===== config.mk =====
export PLATFORM = sky130hd
export DESIGN_NAME = eq_seq_ctrl
export DESIGN_NICKNAME = d
export VERILOG_FILES = /design/src/rtl/eq_seq_defs.sv /design/src/rtl/eq2_slice.sv /design/src/rtl/eq_seq_ctrl.sv
export SDC_FILE = /design/constraint.sdc
export NUM_CORES = 1
export LEC_CHECK = 0
export ABC_AREA = 1
export BUFFER_PORTS_ARGS = -buffer_cell sky130_fd_sc_hd__buf_2
export CAP_MARGIN = 15
export CORE_MARGIN = 2
export CORE_UTILIZATION = 33
export DETAILED_ROUTE_END_ITERATION = 12
export PLACE_DENSITY = 0.64
export SLEW_MARGIN = 20
export SYNTH_ARGS = -nofsm -noshare
export SYNTH_HDL_FRONTEND = slang
export SYNTH_SLANG_ARGS = --single-unit

===== constraint.sdc =====
create_clock -name clk -period 2.9 [get_ports clk]
set_input_delay 0.29 -clock clk [delete_from_list [all_inputs] [get_ports clk]]
set_output_delay 0.29 -clock clk [all_outputs]
set_load 0.02 [all_outputs]

===== src/rtl/eq_seq_defs.sv =====
// rtl/eq_seq_defs.sv - shared state encodings and slice width for the sequenced equality controller
package eq_seq_defs;

    localparam int SLICE_W = 2;

    typedef enum logic [1:0] {
        S_IDLE = 2'b00,
        S_RUN  = 2'b01,
        S_DONE = 2'b10
    } state_t;

endpackage


===== src/rtl/eq2_slice.sv =====
// rtl/eq2_slice.sv - combinational 2-bit equality slice, the shared comparator resource
module eq2_slice (
    input  logic [1:0] x,
    input  logic [1:0] y,
    output logic       z
);

    assign z = (x == y);

endmodule


===== src/rtl/eq_seq_ctrl.sv =====
// rtl/eq_seq_ctrl.sv - sequenced equality controller, 2 bits per clock; EQ_SEQ_EARLY_EXIT_EN stops at first mismatch
module eq_seq_ctrl
    import eq_seq_defs::*;
#(
    parameter  int WIDTH  = 8,
    localparam int SLICES = WIDTH / 2,
    localparam int IDX_W  = (SLICES > 1) ? $clog2(SLICES) : 1
) (
    input  logic             clk,
    input  logic             rst_n,
    input  logic             start,
    input  logic [WIDTH-1:0] a,
    input  logic [WIDTH-1:0] b,
    output logic             busy,
    output logic             done,
    output logic             eq,
    output logic [IDX_W-1:0] mismatch_idx
);

`ifdef EQ_SEQ_EARLY_EXIT_EN
    localparam bit EARLY_EXIT = 1'b1;
`else
    localparam bit EARLY_EXIT = 1'b0;
`endif

    state_t           state, state_n;
    logic [WIDTH-1:0] sa, sa_n;
    logic [WIDTH-1:0] sb, sb_n;
    logic [IDX_W-1:0] cnt, cnt_n;
    logic             eq_acc, eq_acc_n;
    logic             eq_q, eq_n;
    logic [IDX_W-1:0] idx_q, idx_n;
    logic             s_eq;
    logic             last_slice;

    eq2_slice u_slice (
        .x (sa[SLICE_W-1:0]),
        .y (sb[SLICE_W-1:0]),
        .z (s_eq)
    );

    assign last_slice = (cnt == IDX_W'(SLICES - 1));

    always_comb begin
        state_n  = state;
        sa_n     = sa;
        sb_n     = sb;
        cnt_n    = cnt;
        eq_acc_n = eq_acc;
        eq_n     = eq_q;
        idx_n    = idx_q;
        case (state)
            S_IDLE: begin
                if (start) begin
                    sa_n     = a;
                    sb_n     = b;
                    cnt_n    = '0;
                    eq_acc_n = 1'b1;
                    eq_n     = 1'b0;
                    idx_n    = '0;
                    state_n  = S_RUN;
                end
            end
            S_RUN: begin
                // Only the lowest mismatching slice is recorded.
                if (!s_eq && eq_acc) begin
                    idx_n    = cnt;
                    eq_acc_n = 1'b0;
                end
                sa_n  = sa >> SLICE_W;
                sb_n  = sb >> SLICE_W;
                cnt_n = cnt + IDX_W'(1);
                if (last_slice || (EARLY_EXIT && !s_eq)) begin
                    // Fold in the current slice so eq is already final in DONE.
                    eq_n    = eq_acc & s_eq;
                    state_n = S_DONE;
                end
            end
            S_DONE: begin
                state_n = S_IDLE;
            end
            default: begin
                state_n = S_IDLE;
            end
        endcase
    end

    always_ff @(posedge clk or negedge rst_n) begin
        if (!rst_n) begin
            state  <= S_IDLE;
            sa     <= '0;
            sb     <= '0;
            cnt    <= '0;
            eq_acc <= 1'b0;
            eq_q   <= 1'b0;
            idx_q  <= '0;
        end else begin
            state  <= state_n;
            sa     <= sa_n;
            sb     <= sb_n;
            cnt    <= cnt_n;
            eq_acc <= eq_acc_n;
            eq_q   <= eq_n;
            idx_q  <= idx_n;
        end
    end

    assign busy         = (state != S_IDLE);
    assign done         = (state == S_DONE);
    assign eq           = eq_q;
    assign mismatch_idx = idx_q;

endmodule

==> parameters.txt, run 1 <==
Parameter                              Value

Cells and area
  Synthesis-to-finish area growth ... 15.6%
  Multi-input gate area in the final layout ... 452 sq um
  Ratio of cells with drive above 1 in the final layout ... 24.7%
  Number of fillers in the final layout ... 359
  Final Cell Area ... 1310 sq um
  Final #Nets ... 172
  Sequential cell area ... 601 sq um
  N_diodes ... 0

Synth
  Post-synth top area cell ... sky130_fd_sc_hd__dfrtp_1
  Synth top area share ... 53.0%
  Primary FF master, synth ... sky130_fd_sc_hd__dfrtp_1
  Most used standard cell by instance count after synthesis ... sky130_fd_sc_hd__nand2_1
  Number of flops mapped to enable cells by yosys ... 0
  Seq/Total Area, Yosys ... 53.0%
  Post-synthesis net count ... 147
  Unique masters post-synth ... 21
  Yosys warning count ... 0
  Fraction of registers with async set/reset ... 100%
  Top area cells in the synthesized netlist ... sky130_fd_sc_hd__dfrtp_1, sky130_fd_sc_hd__nand2_1, sky130_fd_sc_hd__o21ai_0
  Most numerous cell types in the synthesized netlist ... sky130_fd_sc_hd__nand2_1, sky130_fd_sc_hd__dfrtp_1, sky130_fd_sc_hd__nor2_1, sky130_fd_sc_hd__o21ai_0, sky130_fd_sc_hd__a21oi_1
  Synth Instances ... 127
  FF+latch count, synth ... 24
  Post-synthesis instance area ... 1130 sq um
  Average size of a mapped cell ... 8.92 sq um

Route
  Mean routed wirelength per cell ... 11.0 um
  Detailed-routing iteration count for the pre-antenna-repair pass ... 4
  Final antenna-violating net count ... 0
  Number of vias per cell ... 4.58
  Routed WL ... 2170 um
  Via Count ... 897
  DRC violation count after routing ... 0
  First DRT Iteration DRCs ... 64

Global route
  Global router's overall resource usage ... 12.2%
  Wire length of the first global-routing pass ... 3800 um
  Global Route met3 Usage ... 1.98%
  Vias in the first global route ... 847
  Layer with the highest usage after global routing ... met2
  Largest net degree at the start of global routing ... 25
  Remaining Overflow, GRT ... 0
  Fraction of met2 tracks used by global routing ... 19.4%
  Met1 Track Usage GR ... 16.0%
  Initial antenna violation count ... 0

Place
  Gp weighted congestion ... 0.771
  Area after DPL ... 1280 sq um
  HPWL Detailed ... 1600 um
  Count of buffers inserted at the top-level ports ... 23

Setup path
  Register-to-Register Path Depth ... 5
  Critical path data required time ... 3.14 ns
  Crit Path Max Fanout ... 21
  List of cells traversed by the critical path ... inv_2 > nand2_2 > inv_2 > nand2_1 > a22oi_1
  Critical Setup Path Class ... flop to flop
  Type of destination of the critical path ... flop
  Crit path largest cell delay ... 0.41 ns
  Slowest cell on the critical path ... sky130_fd_sc_hd__dfrtp_1
  Library cell appearing most often on the critical path ... sky130_fd_sc_hd__inv_2
  Arrival @ worst endpoint ... 1.65 ns
  Critical Path Start Type ... flop

Timing
  Headroom to the max-slew limit ... 63.9%
  Count of endpoints failing hold in the final timing report ... 0
  Max frequency ... 708 MHz
  Fin crit share ... 48.7%
  Setup repair after global routing missed its margin ... false
  Transition time at the pin with the least slew margin ... 0.542 ns
  Worst Clk Skew ... 0.00215 ns
  Tmin final ... 1.41 ns
  Number of failing setup endpoints in the final timing report ... 0
  Max Transition Viols Final ... 0
  Total negative setup slack ... 0 ns

Clocking
  Deepest level of the CTS H-tree ... 1
  Root cell of the clock tree ... sky130_fd_sc_hd__clkbuf_4
  Clock sink count ... 24
  CTS Buffer Depth ... 2
  CTS tree ... done
  Total setup buffers inserted after CTS ... 0
  Clock edge transition at the registers on the reported setup and hold paths ... 0.12 ns
  Number of buffers created by CTS ... 3
  Worst-skew pair later-pin latency ... 0.31 ns

Floorplan
  Full die area ... 3920 sq um
  Core area ... 3310 sq um
  Horizontal die dimension ... 62.6 um
  Number of I/O pins ... 24
  Starting Density ... 34.2%
  Count of standard-cell rows ... 21
  Die Y-Extent ... 62.6 um

Power and ir drop
  Overall power of the completed layout ... 1.37 mW
  Power per Cell Area ... 1050 nW/um^2
  Reported leakage power ... 0.669 nW
  Worst ir drop on vdd ... 235 uV

Hold path
  Worst hold path stage count ... 3
  Hold WC Path Type ... input pin to flop

Run
  # Max-Cap Violations ... 0

Outcome
  Outcome ... complete, no violations
==> path summary, 6_finish.rpt <==
path | startpoint | slack (ns) | endpoint
hold / removal | b[6] | 0.17 | sb[6]
setup reg to reg | state[1] | 1.49 | sa[1]
min in group asynchronous | rst_n | 0.48 | state[1]
max in group asynchronous | rst_n | 2.07 | sb[3]
setup / recovery | state[1] | 1.49 | sa[1]
hold reg to reg | sb[6] | 0.48 | sb[6]
==> cells by family after synthesis <==
group | synth area share [%]
AOI/OAI and AO/OA | 17.0
adders and majority gates | 1.10
buffers and inverters | 7.07
DFF | 53.0
and+or+nand+nor | 21.8
==> cell usage in the layout, fill, tap and decap left out, types with 3 or more instances in the layout <==
| cell type | count |
|---|---|
| sky130_fd_sc_hd__nand2_1 | 29 |
| sky130_fd_sc_hd__nand2_2 | 3 |
| sky130_fd_sc_hd__inv_2 | 3 |
| sky130_fd_sc_hd__a21oi_1 | 10 |
| sky130_fd_sc_hd__dfrtp_1 | 24 |
| sky130_fd_sc_hd__nand3_1 | 3 |
| sky130_fd_sc_hd__buf_2 | 23 |
| sky130_fd_sc_hd__a22oi_1 | 5 |
| sky130_fd_sc_hd__clkbuf_4 | 3 |
| sky130_fd_sc_hd__nor2_1 | 14 |
| sky130_fd_sc_hd__a22o_1 | 3 |
| sky130_fd_sc_hd__o21ai_0 | 14 |
| sky130_fd_sc_hd__inv_1 | 9 |
==> power breakdown <==
| part | switching (mW) | internal [mW] | total (mW) |
|---|---|---|---|
| registers | 0.0823 | 0.489 | 0.571 |
| logic | 0.430 | 0.228 | 0.658 |
| clock network | 0.0952 | 0.0487 | 0.144 |
| total | 0.607 | 0.765 | 1.37 |
==> worst max-delay path, delay by kind of cell, from the launching register on <==
kind / cells / cell delay (ns)
buffers and inverters: 2 / 0.39
AOI/OAI and AO/OA: 1 / 0.15
DFF: 1 / 0.41
and+or+nand+nor: 2 / 0.37
==> routing by layer <==
metal	vias up	wire [um]
met5	-	0
met2	22	1020
met4	0	53
li1	461	-
met1	410	1010
met3	4	86
==> what timing repair did <==
| action | 4_1_cts | 5_1_grt |
|---|---|---|
| hold buffers | 1 | 0 |
| resized for setup | 0 | 0 |
| endpoints found under the hold margin | 24 | 0 |
==> final cells by class <==
cell class | count | area share [%]
Clock buffer | 3 | 1.72
Inverter | 13 | 3.92
Multi-Input combinational cell | 86 | 34.5
Sequential cell | 24 | 45.9
Tap cell | 46 | 4.40
Timing Repair Buffer | 24 | 9.56
==> through the flow <==
stage	std cells	util (%)	hold slack [ns]	setup WS [ns]
after floorplan	127	-	-0.00559	1.82
after global placement	192	38.5	0.292	1.56
after detailed placement	192	38.5	0.302	1.51
after CTS	196	39.5	0.167	1.49
after global routing	196	39.5	0.175	1.33
final	196	39.5	0.170	1.49
==> state kept, by name (all words and copies together), names as in the netlist <==
register and count:
eq 1, eq_acc 1, cnt 2, sb 8, sa 8, state 2, mismatch_idx 2
(Power assumes the default switching activity.)
==> inputs of run 2 (changes only) <==
clock period = 1.5 ns   (was 2.9 ns; I/O delays follow)
==> run 2 against run 1 <==
Net effect: clock-buffer cell count up 1; register-to-register slack worse by 1.3 ns; final cell count increased by 1.0%; sequential power grew 91%; cell area up 1.6%; maximum frequency grew 3.9%; combinational power up 99%; routed wire length about the same.
==> parameters.txt, run 2 (synthesized netlist as in run 1, its figures left out) <==
Parameter                              Value

Outcome
  Outcome ... complete, no violations (unchanged)

Place
  Placed Instances ... 193 (was 192)
  HPWL Detailed ... 1630 um (was 1600 um)
  Area after DPL ... 1280 sq um (about the same)
  Gp weighted congestion ... 0.758 (was 0.771)
  Count of buffers inserted at the top-level ports ... 23 (unchanged)

Clocking
  Root cell of the clock tree ... sky130_fd_sc_hd__clkbuf_4 (unchanged)
  Number of buffers created by CTS ... 3 (unchanged)
  Hold bufs inserted after CTS ... 1 (unchanged)
  Worst-skew pair later-pin latency ... 0.31 ns (about the same)
  Clock sink count ... 24 (unchanged)
  Total setup buffers inserted after CTS ... 0 (unchanged)
  CTS Buffer Depth ... 2 (unchanged)
  Deepest level of the CTS H-tree ... 1 (unchanged)
  Post-CTS sizing ... 0 (unchanged)
  Clock edge transition at the registers on the reported setup and hold paths ... 0.13 ns (was 0.12 ns)
  CTS tree ... done (unchanged)

Global route
  Vias in the first global route ... 828 (was 847)
  Initial antenna violation count ... 0 (unchanged)
  Remaining Overflow, GRT ... 0 (unchanged)
  Largest net degree at the start of global routing ... 25 (unchanged)
  Wire length of the first global-routing pass ... 3730 um (was 3800 um)
  Global router's overall resource usage ... 12.2% (about the same)

Cells and area
  Final Cell Area ... 1330 sq um (was 1310 sq um)
  Leading cell type in the layout, fill and taps excluded ... sky130_fd_sc_hd__nand2_1 (unchanged)
  N_diodes ... 0 (unchanged)
  Final #Nets ... 173 (was 172)
  Synthesis-to-finish area growth ... 17.5% (was 15.6%)
  Ratio of cells with drive above 1 in the final layout ... 25.7% (was 24.7%)
  Final core utilization ... 40.2% (was 39.5%)
  Registers with the most flip-flops ... sa (8), sb (8) (unchanged)
  Number of fillers in the final layout ... 356 (was 359)
  Final Instance Count excl. Fillers ... 198 (was 196)
  Multi-input gate area in the final layout ... 452 sq um (unchanged)
  Sequential cell area ... 601 sq um (unchanged)
  Commonest cells after routing, fill and taps aside ... sky130_fd_sc_hd__nand2_1, sky130_fd_sc_hd__dfrtp_1, sky130_fd_sc_hd__buf_2 (unchanged)

Floorplan
  Horizontal die dimension ... 62.6 um (unchanged)
  Starting Density ... 34.2% (unchanged)
  Core area ... 3310 sq um (unchanged)
  Die Y-Extent ... 62.6 um (unchanged)
  Count of standard-cell rows ... 21 (unchanged)
  Number of I/O pins ... 24 (unchanged)
  Full die area ... 3920 sq um (unchanged)

Timing
  Total negative setup slack ... 0 ns (unchanged)
  Max frequency ... 735 MHz (was 708 MHz)
  Count of endpoints failing hold in the final timing report ... 0 (unchanged)
  Headroom to the max-slew limit ... 64.8% (was 63.9%)
  Number of failing setup endpoints in the final timing report ... 0 (unchanged)
  Max Transition Viols Final ... 0 (unchanged)
  Setup repair after global routing missed its margin ... false (unchanged)
  Transition time at the pin with the least slew margin ... 0.528 ns (was 0.542 ns)
  Tmin final ... 1.36 ns (was 1.41 ns)
  Worst Clk Skew ... 0.00203 ns (was 0.00215 ns)
  Fin crit share ... 90.6% (was 48.7%)

Hold path
  Hold WC Path Type ... input pin to flop (unchanged)

Route
  Mean routed wirelength per cell ... 10.9 um (was 11.0 um)
  First DRT Iteration DRCs ... 38 (was 64)
  Final antenna-violating net count ... 0 (unchanged)
  Detailed-routing iteration count for the pre-antenna-repair pass ... 4 (unchanged)
  Routed WL ... 2170 um (about the same)
  Number of vias per cell ... 4.56 (was 4.58)
  DRC violation count after routing ... 0 (unchanged)
  Via Count ... 902 (was 897)

Run
  # Max-Cap Violations ... 0 (unchanged)

Setup path
  Critical path data required time ... 1.73 ns (was 3.14 ns)
  Critical Path Start Type ... flop (unchanged)
  Critical Setup Path Class ... flop to flop (unchanged)
  Type of destination of the critical path ... flop (unchanged)
  Crit Path Max Fanout ... 15 (was 21)
  Arrival @ worst endpoint ... 1.59 ns (was 1.65 ns)

Power and ir drop
  Reported leakage power ... 0.681 nW (was 0.669 nW)
  Worst ir drop on vdd ... 544 uV (was 235 uV)
  Power per Cell Area ... 2060 nW/um^2 (was 1050 nW/um^2)
## run 2: cell types whose count changed in the layout (fill, tap and decap cells not counted), sizes merged
cell / delta
clkbuf: +1
buf: +1
## run 2: path summary, 6_finish.rpt
kind,startpoint,endpoint,slack [ns],cells past startpoint
worst max-delay path,state[1],sa[1],0.14,5
worst min-delay path,b[6],sb[6],0.04,3
worst max register to register,state[1],sa[1],0.14,5
worst min register to register,sb[6],sb[6],0.50,2
max in group asynchronous,rst_n,sa[4],0.81,2
min in group asynchronous,rst_n,sa[1],0.34,2
## run 2: metal layers
layer,global-route usage [%],up-vias,part of all wire [%]
li1,-,470,-
met1,16.3,410,47
met2,19.5,22,49
met3,2.16,0,3.9
met4,5.00,0,0
met5,0,-,0
## run 2: power by group
group          switching, mW  internal [mW]  total (mW)
Sequential             0.149          0.944        1.09
Combinational          0.845          0.461        1.31
Clock                  0.187          0.148       0.335
Total                   1.18           1.55        2.74
## run 2: worst max-delay path, cell delays in order, from the launching register on
cell and delay [ns]:
sky130_fd_sc_hd__dfrtp_1 0.41, sky130_fd_sc_hd__inv_2 0.09, sky130_fd_sc_hd__nand2_2 0.26, sky130_fd_sc_hd__inv_2 0.28, sky130_fd_sc_hd__nand2_1 0.08, sky130_fd_sc_hd__a22oi_1 0.16
## run 2: area by class of cell
| class | instances | area share [%] |
|---|---|---|
| clock buffers | 4 | 2.73 |
| inverters | 13 | 3.86 |
| multi-input cells | 86 | 34.0 |
| flip-flops and latches | 24 | 45.2 |
| well taps | 46 | 4.33 |
| repair buffers | 25 | 9.97 |
## run 2: per-stage QoR
stage          hold slack, ns  worst slack, ns  total power [mW]
3_5_place_dp            0.161            0.152              2.43
5_1_grt                0.0488          0.00129              3.02
3_3_place_gp            0.152            0.206              2.38
4_1_cts                0.0385            0.121              2.77
2_1_floorplan          -0.146            0.418              2.17
6_report               0.0398            0.140              2.74
